==> src/rtl/matrix_result_streamer_pkg.sv <==
// Shared constants and FSM encoding for the matrix multiplier slice.
// Used by the multiplier, result streamer and loader blocks.
package matrix_result_streamer_pkg;

  localparam int N           = 10;
  localparam int ELEM_W      = 16;
  localparam int BPE         = ELEM_W / 8;
  localparam int FRAME_BYTES = N * N * BPE;
  localparam int IDX_W       = $clog2(FRAME_BYTES);
  localparam int SNAP_W      = N * N * ELEM_W;

  typedef logic [1:0] state_t;

  localparam state_t IDLE = 2'd0;
  localparam state_t SEND = 2'd1;
  localparam state_t DONE = 2'd2;

  localparam logic [IDX_W-1:0] LAST_IDX =
    IDX_W'(FRAME_BYTES - 1);
  localparam logic [IDX_W-1:0] BPE_IDX =
    IDX_W'(BPE);
  localparam logic [IDX_W-1:0] BPE_M1 =
    IDX_W'(BPE - 1);

endpackage

==> src/rtl/matrix_result_streamer_if.sv <==
// Byte stream valid/ready bundle.
// master drives data/valid/last, slave drives ready.
interface matrix_result_streamer_if;

  logic [7:0] out_data;
  logic       out_valid;
  logic       out_ready;
  logic       out_last;

  modport master (
    output out_data,
    output out_valid,
    output out_last,
    input  out_ready
  );

  modport slave (
    input  out_data,
    input  out_valid,
    input  out_last,
    output out_ready
  );

endinterface

==> src/rtl/matrix_result_streamer_rise_detect.sv <==
// Registered rising-edge detector; async active-low reset.
// Ports: clk, rst_n, d (level in), rise (d high, was low).
module matrix_result_streamer_rise_detect (
  input  logic clk,
  input  logic rst_n,
  input  logic d,
  output logic rise
);

  logic q;

  always_ff @(posedge clk or negedge rst_n) begin
    if (!rst_n) q <= 1'b0;
    else        q <= d;
  end

  assign rise = d & ~q;

endmodule

==> src/rtl/matrix_result_streamer.sv <==
// Snapshots the multiplier result on done and streams it as bytes.
// Ports: clk, rst_n, mult_done, result, stream(master), busy, frame_done, overrun.
module matrix_result_streamer
  import matrix_result_streamer_pkg::*;
(
  input  logic                  clk,
  input  logic                  rst_n,
  input  logic                  mult_done,
  input  logic [SNAP_W-1:0]     result,
  matrix_result_streamer_if.master stream,
  output logic                  busy,
  output logic                  frame_done,
  output logic                  overrun
);

  state_t             state;
  logic [IDX_W-1:0]   byte_idx;
  logic [SNAP_W-1:0]  snapshot;
  logic               rise;
  logic [IDX_W-1:0]   sub;
  logic [IDX_W-1:0]   fb;
  logic               sending;
  logic               accept;
  logic               at_last;

  matrix_result_streamer_rise_detect u_rise (
    .clk  (clk),
    .rst_n(rst_n),
    .d    (mult_done),
    .rise (rise)
  );

  assign sending = (state == SEND);
  assign at_last = (byte_idx == LAST_IDX);
  assign accept  = sending & stream.out_ready;

  // Element bytes sit LSB-first in the flat bus,
  // but go out MSB-first: mirror the sub-index.
  always_comb begin
    sub = byte_idx % BPE_IDX;
    fb  = byte_idx - sub + (BPE_M1 - sub);
  end

  assign stream.out_valid = sending;
  assign stream.out_last  = sending & at_last;
  assign stream.out_data  =
    sending ? snapshot[{fb, 3'b000} +: 8] : 8'h00;

  assign busy       = sending;
  assign frame_done = (state == DONE);

  always_ff @(posedge clk or negedge rst_n) begin
    if (!rst_n) begin
      state    <= IDLE;
      byte_idx <= '0;
      snapshot <= '0;
      overrun  <= 1'b0;
    end else begin
      unique case (state)
        IDLE: begin
          if (rise) begin
            snapshot <= result;
            byte_idx <= '0;
            state    <= SEND;
          end
        end
        SEND: begin
          if (rise) overrun <= 1'b1;
          if (accept) begin
            if (at_last) state <= DONE;
            else byte_idx <= byte_idx + 1'b1;
          end
        end
        DONE: begin
          if (rise) overrun <= 1'b1;
          state <= IDLE;
        end
        default: state <= IDLE;
      endcase
    end
  end

endmodule

==> src/flat_wrapper.sv <==
// flat-port wrapper written by rule: the top's interface ports become plain ports
module matrix_result_streamer_flat import matrix_result_streamer_pkg::*;
  (clk, rst_n, mult_done, result, busy, frame_done, overrun, stream_out_data, stream_out_valid, stream_out_last, stream_out_ready);
  matrix_result_streamer_if stream_i ();
  input  logic clk;
  input  logic rst_n;
  input  logic mult_done;
  input  logic [SNAP_W-1:0] result;
  output logic busy;
  output logic frame_done;
  output logic overrun;
  output wire logic [$bits(stream_i.out_data)-1:0] stream_out_data;
  output wire logic [$bits(stream_i.out_valid)-1:0] stream_out_valid;
  output wire logic [$bits(stream_i.out_last)-1:0] stream_out_last;
  input wire logic [$bits(stream_i.out_ready)-1:0] stream_out_ready;
  assign stream_out_data = stream_i.out_data;
  assign stream_out_valid = stream_i.out_valid;
  assign stream_out_last = stream_i.out_last;
  assign stream_i.out_ready = stream_out_ready;
  matrix_result_streamer u_core (.clk(clk), .rst_n(rst_n), .mult_done(mult_done), .result(result), .stream(stream_i), .busy(busy), .frame_done(frame_done), .overrun(overrun));
endmodule
==> config.mk <==
export PLATFORM = sky130hd
export DESIGN_NAME = matrix_result_streamer_flat
export DESIGN_NICKNAME = d
export VERILOG_FILES = /design/src/rtl/matrix_result_streamer_pkg.sv /design/src/rtl/matrix_result_streamer_if.sv /design/src/rtl/matrix_result_streamer_rise_detect.sv /design/src/rtl/matrix_result_streamer.sv /design/src/flat_wrapper.sv
export SDC_FILE = /design/constraint.sdc
export NUM_CORES = 2
export LEC_CHECK = 0
export CAP_MARGIN = 20
export CORE_AREA = 3 3 636 638
export DETAILED_ROUTE_END_ITERATION = 6
export DIE_AREA = 0 0 639 641
export SLEW_MARGIN = 25
export SYNTH_ARGS = -nofsm -noshare
export SYNTH_HDL_FRONTEND = slang
export SYNTH_HIERARCHICAL = 1
export SYNTH_SLANG_ARGS = --single-unit
==> constraint.sdc <==
create_clock -name clk -period 5.35 [get_ports clk]
set_input_delay 1.3375 -clock clk [delete_from_list [all_inputs] [get_ports clk]]
set_output_delay 1.3375 -clock clk [all_outputs]
set_load 0.05 [all_outputs]
======== After elaboration in Yosys (flattened, before gate mapping) ========
Index checks and enable logic that the tools add are counted.
operators by class
  add/sub/neg operators ................... 4
  equal/unequal tests ..................... 7
  shift-type cells ........................ 1
  mux-type cells .......................... 9
  bitwise logic cells ..................... 4
  reduce and logical (&&, ||, !) cells .... 7
operators with widths
  cell                   number
  $shiftx A1600 B12 Y8   1
  $mux W8                4
  $pmux W8 S2            1
  $add A8 B1 Y8 const B  1
  $add A8 B8 Y8          1
  $eq A8 B8 Y1 const B   1
  $sub A8 B1 Y8          1
  $mux W2                3
  $ne A2 B2 Y1 const B   3
  $pmux W2 S2            1
  $reduce_and A2 Y1      2
  $reduce_and A4 Y1      1
  $and A1 B1 Y1          3
  $reduce_and A3 Y1      1
  $eq A2 B1 Y1 const B   1
  $eq A2 B2 Y1 const B   1
  $logic_not A2 Y1       1
  $ne A2 B1 Y1 const B   1
  $reduce_bool A2 Y1     1
  $reduce_or A2 Y1       1
  $sub A1 B1 Y2 const A  1
  $not A1 Y1             1
word-level totals
  flip-flop bits (word level) ............. 1,612
  input port bits ......................... 1,604
  output and inout bits ................... 13
  word-level logic and storage cells ...... 37

======== Logic depth before layout (Yosys ltp) ========
  depth in word-level cells ............... 4
  gate-level depth with buffers ........... 18
  depth with buffers taken out ............ 10

======== Cells and area by module ========
Netlist, hierarchy kept.
modules (own cells, without submodules)
  module                              instances  cells each  area an instance (um2)  sequential area each (um2)
  matrix_result_streamer              1          7,915       73,974.7                40,313.7
  matrix_result_streamer_rise_detect  1          2           38.8                    25.0

======== Worst setup path after synthesis ========
No wires, ideal clock.
  path kind ............................... register -> output
  from .................................... reg u_core.byte_idx[0]
  to ...................................... out stream_out_data[3]
  data arrival time ....................... 4.997 ns
  required time ........................... 4.013 ns
  slack ................................... -0.984 ns
  stages on the path, launching flop included .. 17
  path buffers ............................ 7
  cells stage by stage .................... dfrtp_1 > buf_6 > buf_6 > buf_6 > buf_4 > buf_4 > inv_1 > ha_1 > buf_2 > a211o_1 > o21ai_4 > xor2_4 > buf_4 > mux4_2 > o221ai_1 > nor2_1 > nor4_1
on the way
  cells in the longest elaborated chain, start to end .. 4
  elaborated cells on any way between the ends .. 5
  classes of those cells .................. add/sub (3); shift (1); mux (1)
ends and longest elaborated chain
  what                                            RTL line                      RTL
  start, declared                                 matrix_result_streamer.sv:17  logic [IDX_W-1:0] byte_idx;
  start signal, assigned                          matrix_result_streamer.sv:71  else byte_idx <= byte_idx + 1'b1;
  $sub A8 B1 Y8 or $sub A1 B1 Y2 (tied branches)  matrix_result_streamer.sv:41  fb = byte_idx - sub + (BPE_M1 - sub);
  $add A8 B8 Y8 *                                 matrix_result_streamer.sv:41
  $shiftx A1600 B12 Y8 *                          matrix_result_streamer.sv:47  sending ? snapshot[{fb, 3'b000} +: 8] : 8'h00;
  $mux W8 *                                       matrix_result_streamer.sv:47
  end, declared                                   flat_wrapper.sv:12            output wire logic [$bits(stream_i.out_data)-1:0] stream_out_data;
Every way passes the cells marked *; elsewhere a longest branch is shown, timed or not.

======== Final worst setup path ========
  from .................................... reg u_core.byte_idx[0]
  to ...................................... out stream_out_data[2]
Same word-level chain as after synthesis.

==> impl_metrics.json <==
{
  "design_area_sq_um": 108000,
  "fin_ws_ns": -0.551,
  "p_clk_share_pct": 17.2,
  "worstMarginPinSlew_ns": 0.969,
  "antenna_found_initial": 180,
  "r2r_slack_ns": 2.26,
  "cts_tree": "yes",
  "pre_cts_slack_ns": -0.709,
  "final_hold_viol_count": 0,
  "clock_sinks": 1612,
  "ioPinCount": 1617,
  "fin_crit_sh_pct": 110,
  "overflow": 0,
  "core_area_sq_um": 399000,
  "cap_violations": 0,
  "multiInputGateArea_sq_um": 32500,
  "syn-num-nets": 9539,
  "drive_above_1_share_pct": 13.8,
  "initial_core_util_pct": 18.5,
  "synth_ff_type": "dfrtp_1",
  "detail-route-antenna-nets": 0,
  "whs_ns": 0.407,
  "num_vias": 65431,
  "clock_latency_ns": 0.91,
  "clk_pin_slew_ns": 0.06,
  "endpoint_kind": "output port",
  "dieWidth_um": 639,
  "seq_power_share_pct": 27.0,
  "clock-root-buffer": "clkbuf_16",
  "synthToLayoutAreaGrowth_pct": 46.4,
  "die_h_um": 641,
  "synth.distinct_cells": 76,
  "synth_edf_count": 0,
  "p_total_mw": 82.7,
  "seq_area_sq_um": 40300,
  "combPwrFrac_pct": 55.8,
  "placed_area_sq_um": 97900,
  "rsz0062_at_grt": "true",
  "cts_made_buffers": 197,
  "drtIter0Drc": 6174,
  "vias_per_cell": 4.29,
  "portBuffers": 1616,
  "place_congestion": 0.897,
  "status": "finished with violations",
  "crit_fanout": 23,
  "yosysWarnings": 6,
  "syn_inst": 7917,
  "htree_num_levels": 4,
  "path_class": "register to output port",
  "num_rows": 232,
  "cts_hold_buf": 0,
  "wl_mm": 401,
  "relSlewSlack_pct": 35.4,
  "synth_area_sq_um": 74000,
  "startpoint_type": "register",
  "maxSlewViolCount": 0,
  "yosysSeqAreaShare_pct": 54.5,
  "fin_tns_setup_ns": -3.69,
  "p_int_mw": 45.9,
  "firstDrtPassIters": 6,
  "cellPowerDensity_nw_per_um2": 763,
  "ys_ff_latch": 1612,
  "p_leak_nw": 50.5,
  "worst-r2r-cell-count": 10,
  "setup_viol": 8,
  "cts_max_path_buffers": 4,
  "arrival_ns": 4.56,
  "synthArstFlopShare_pct": 100,
  "fin_nets": 11269,
  "power.switching_mw": 36.8,
  "grt_pass1_wl_mm": 538,
  "hold_class": "input port to async pin",
  "min_period_ns": 5.90,
  "failed_checks": "negative setup slack",
  "drc": 0,
  "die_area_sq_um": 410000,
  "crit_required_ns": 4.01,
  "grt.total_usage_pct": 18.8,
  "synth_area_per_cell_sq_um": 9.35,
  "timing.rr.start": "u_core/state[1]",
  "clock.fmax_mhz": 169,
  "grt_max_degree": 163,
  "r2r-end": "u_core/byte_idx[7]",
  "dp_hpwl_mm": 307,
  "num-fill-cells": 42216,
  "wl_per_cell_um": 26.3,
  "ir_worst_vdd_mv": 0.709,
  "first_global_vias": 66238,
  "finClkSkew_ns": 0.0701,
  "p_sw_share_pct": 44.5
}
-- stage by stage --
step	util (%)	instances
detailed placement	24.5	14575
global route	27.1	15213
floorplan	-	7917
finish	27.2	15238
global placement	24.5	14574
CTS	26.8	15028
-- cell usage in the layout (no fill, tap or decap), types with 9 or more instances in the layout --
master / count
a21oi_1: 10
nand2_1: 4984
clkinv_2: 36
a311oi_1: 10
diode_2: 165
nand3_1: 39
bufinv_16: 20
buf_4: 249
buf_16: 31
mux2i_4: 9
clkbuf_1: 38
clkbuf_8: 38
buf_12: 99
dfrtp_1: 1610
clkbuf_16: 205
ha_1: 11
buf_6: 27
mux2i_1: 36
inv_1: 11
mux4_2: 430
nor2_1: 19
clkdlybuf4s50_1: 1606
bufbuf_16: 9
mux2i_2: 21
and3_1: 20
-- layout make-up --
| class | count | area share [%] |
|---|---|---|
| clock buffers | 275 | 5.21 |
| well taps | 5265 | 6.08 |
| inverters | 14 | 0.0508 |
| multi-input cells | 5787 | 30.0 |
| repair buffers | 2035 | 20.0 |
| diodes | 165 | 0.381 |
| flip-flops and latches | 1612 | 37.2 |
| clock inverters | 85 | 1.08 |
-- kinds of logic after synthesis --
| kind of cell | Yosys count | share of synthesized area, % |
|---|---|---|
| simple gates | 5140 | 26.5 |
| fa+ha+maj | 18 | 0.304 |
| buf+inv | 518 | 3.25 |
| mux | 499 | 14.0 |
| xor+xnor | 12 | 0.198 |
| compound gates | 118 | 1.27 |
| flops | 1612 | 54.5 |
-- per-layer routing --
layer,track usage (%),wire [um],vias up
met3,3.58,25800,643
met2,30.8,193000,2768
met5,0,376,-
met1,23.4,161000,32929
li1,-,-,29037
met4,9.86,20300,54
-- power by group through the flow --
stage	clock [mW]	combinational (mW)	sequential (mW)
floorplan	0	19.5	20.2
global placement	0	39.3	22.3
detailed placement	0	39.7	22.3
CTS	14.6	46.3	22.2
global route	15.0	49.5	22.8
finish	14.2	46.2	22.3
-- sequential cells by signal, summed over array words and instances, names as in the netlist --
name / flops
u_core/byte_idx: 8
u_core/overrun: 1
u_core/snapshot: 1600
u_core/state: 2
u_core/u_rise/q: 1
-- worst max-delay path, stage by stage, from the launching register on --
cell	delay (ns)
dfrtp_4	0.51
buf_6	0.14
ha_4	0.17
o21ai_4	0.20
and2_4	0.23
buf_12	0.13
buf_4	0.13
buf_12	0.19
nand2_1	0.15
and3_4	0.23
a311oi_4	0.31
buf_6	0.19
a311o_1	0.16
o31ai_4	0.14
a221oi_4	0.52
buf_12	0.21
-- synth_stat cells, drive strengths merged, types with 2 or more instances --
master,number,area [sq um]
a41oi,2,17.5
nor2b,4,32.5
a32oi,4,35.0
o21a,3,22.5
o211ai,5,42.5
mux4,430,9680
nor3,7,45.0
o2111ai,3,26.3
o31ai,3,22.5
and3,27,169
or3,3,23.8
nor4,11,81.3
nand3,48,240
clkbuf,358,1340
mux2,3,33.8
a211oi,6,50.1
a32o,2,20.0
dfrtp,1612,40300
a31oi,8,50.1
o21ai,10,61.3
nand2,4997,18800
xnor2,8,85.1
o22ai,3,18.8
buf,146,1010
nand4,7,50.1
and4,2,17.5
xor2,4,61.3
a21oi,19,103
inv,14,52.6
mux2i,66,661
a21o,4,30.0
nor2,27,101
o221ai,4,35.0
and2,4,25.0
ha,18,225
a2111oi,4,60.1
o2bb2ai,2,17.5
a311oi,22,193
-- timing repair --
item / 4_1_cts / 5_1_grt
gates resized for setup: 227 / 71
cloned: 16 / 5
buffers inserted: 80 / 43
endpoints found under the setup margin: 8 / 8
pin swaps: 45 / 29
endpoints found under the hold margin: 0 / 0
-- worst max path at each step --
stage                  startpoint                 end  slack, ns  cells after the start
2_1_floorplan  u_core/byte_idx[0]  stream_out_data[3]      -0.09                     16
4_1_cts        u_core/byte_idx[0]  stream_out_data[1]      -0.78                     14
3_3_place_gp   u_core/byte_idx[2]  stream_out_data[4]      -0.76                     15
6_report       u_core/byte_idx[0]  stream_out_data[2]      -0.55                     15
5_1_grt        u_core/byte_idx[0]  stream_out_data[1]      -0.67                     14
3_5_place_dp   u_core/byte_idx[2]  stream_out_data[4]      -0.71                     15
(Power assumes the default switching activity.)
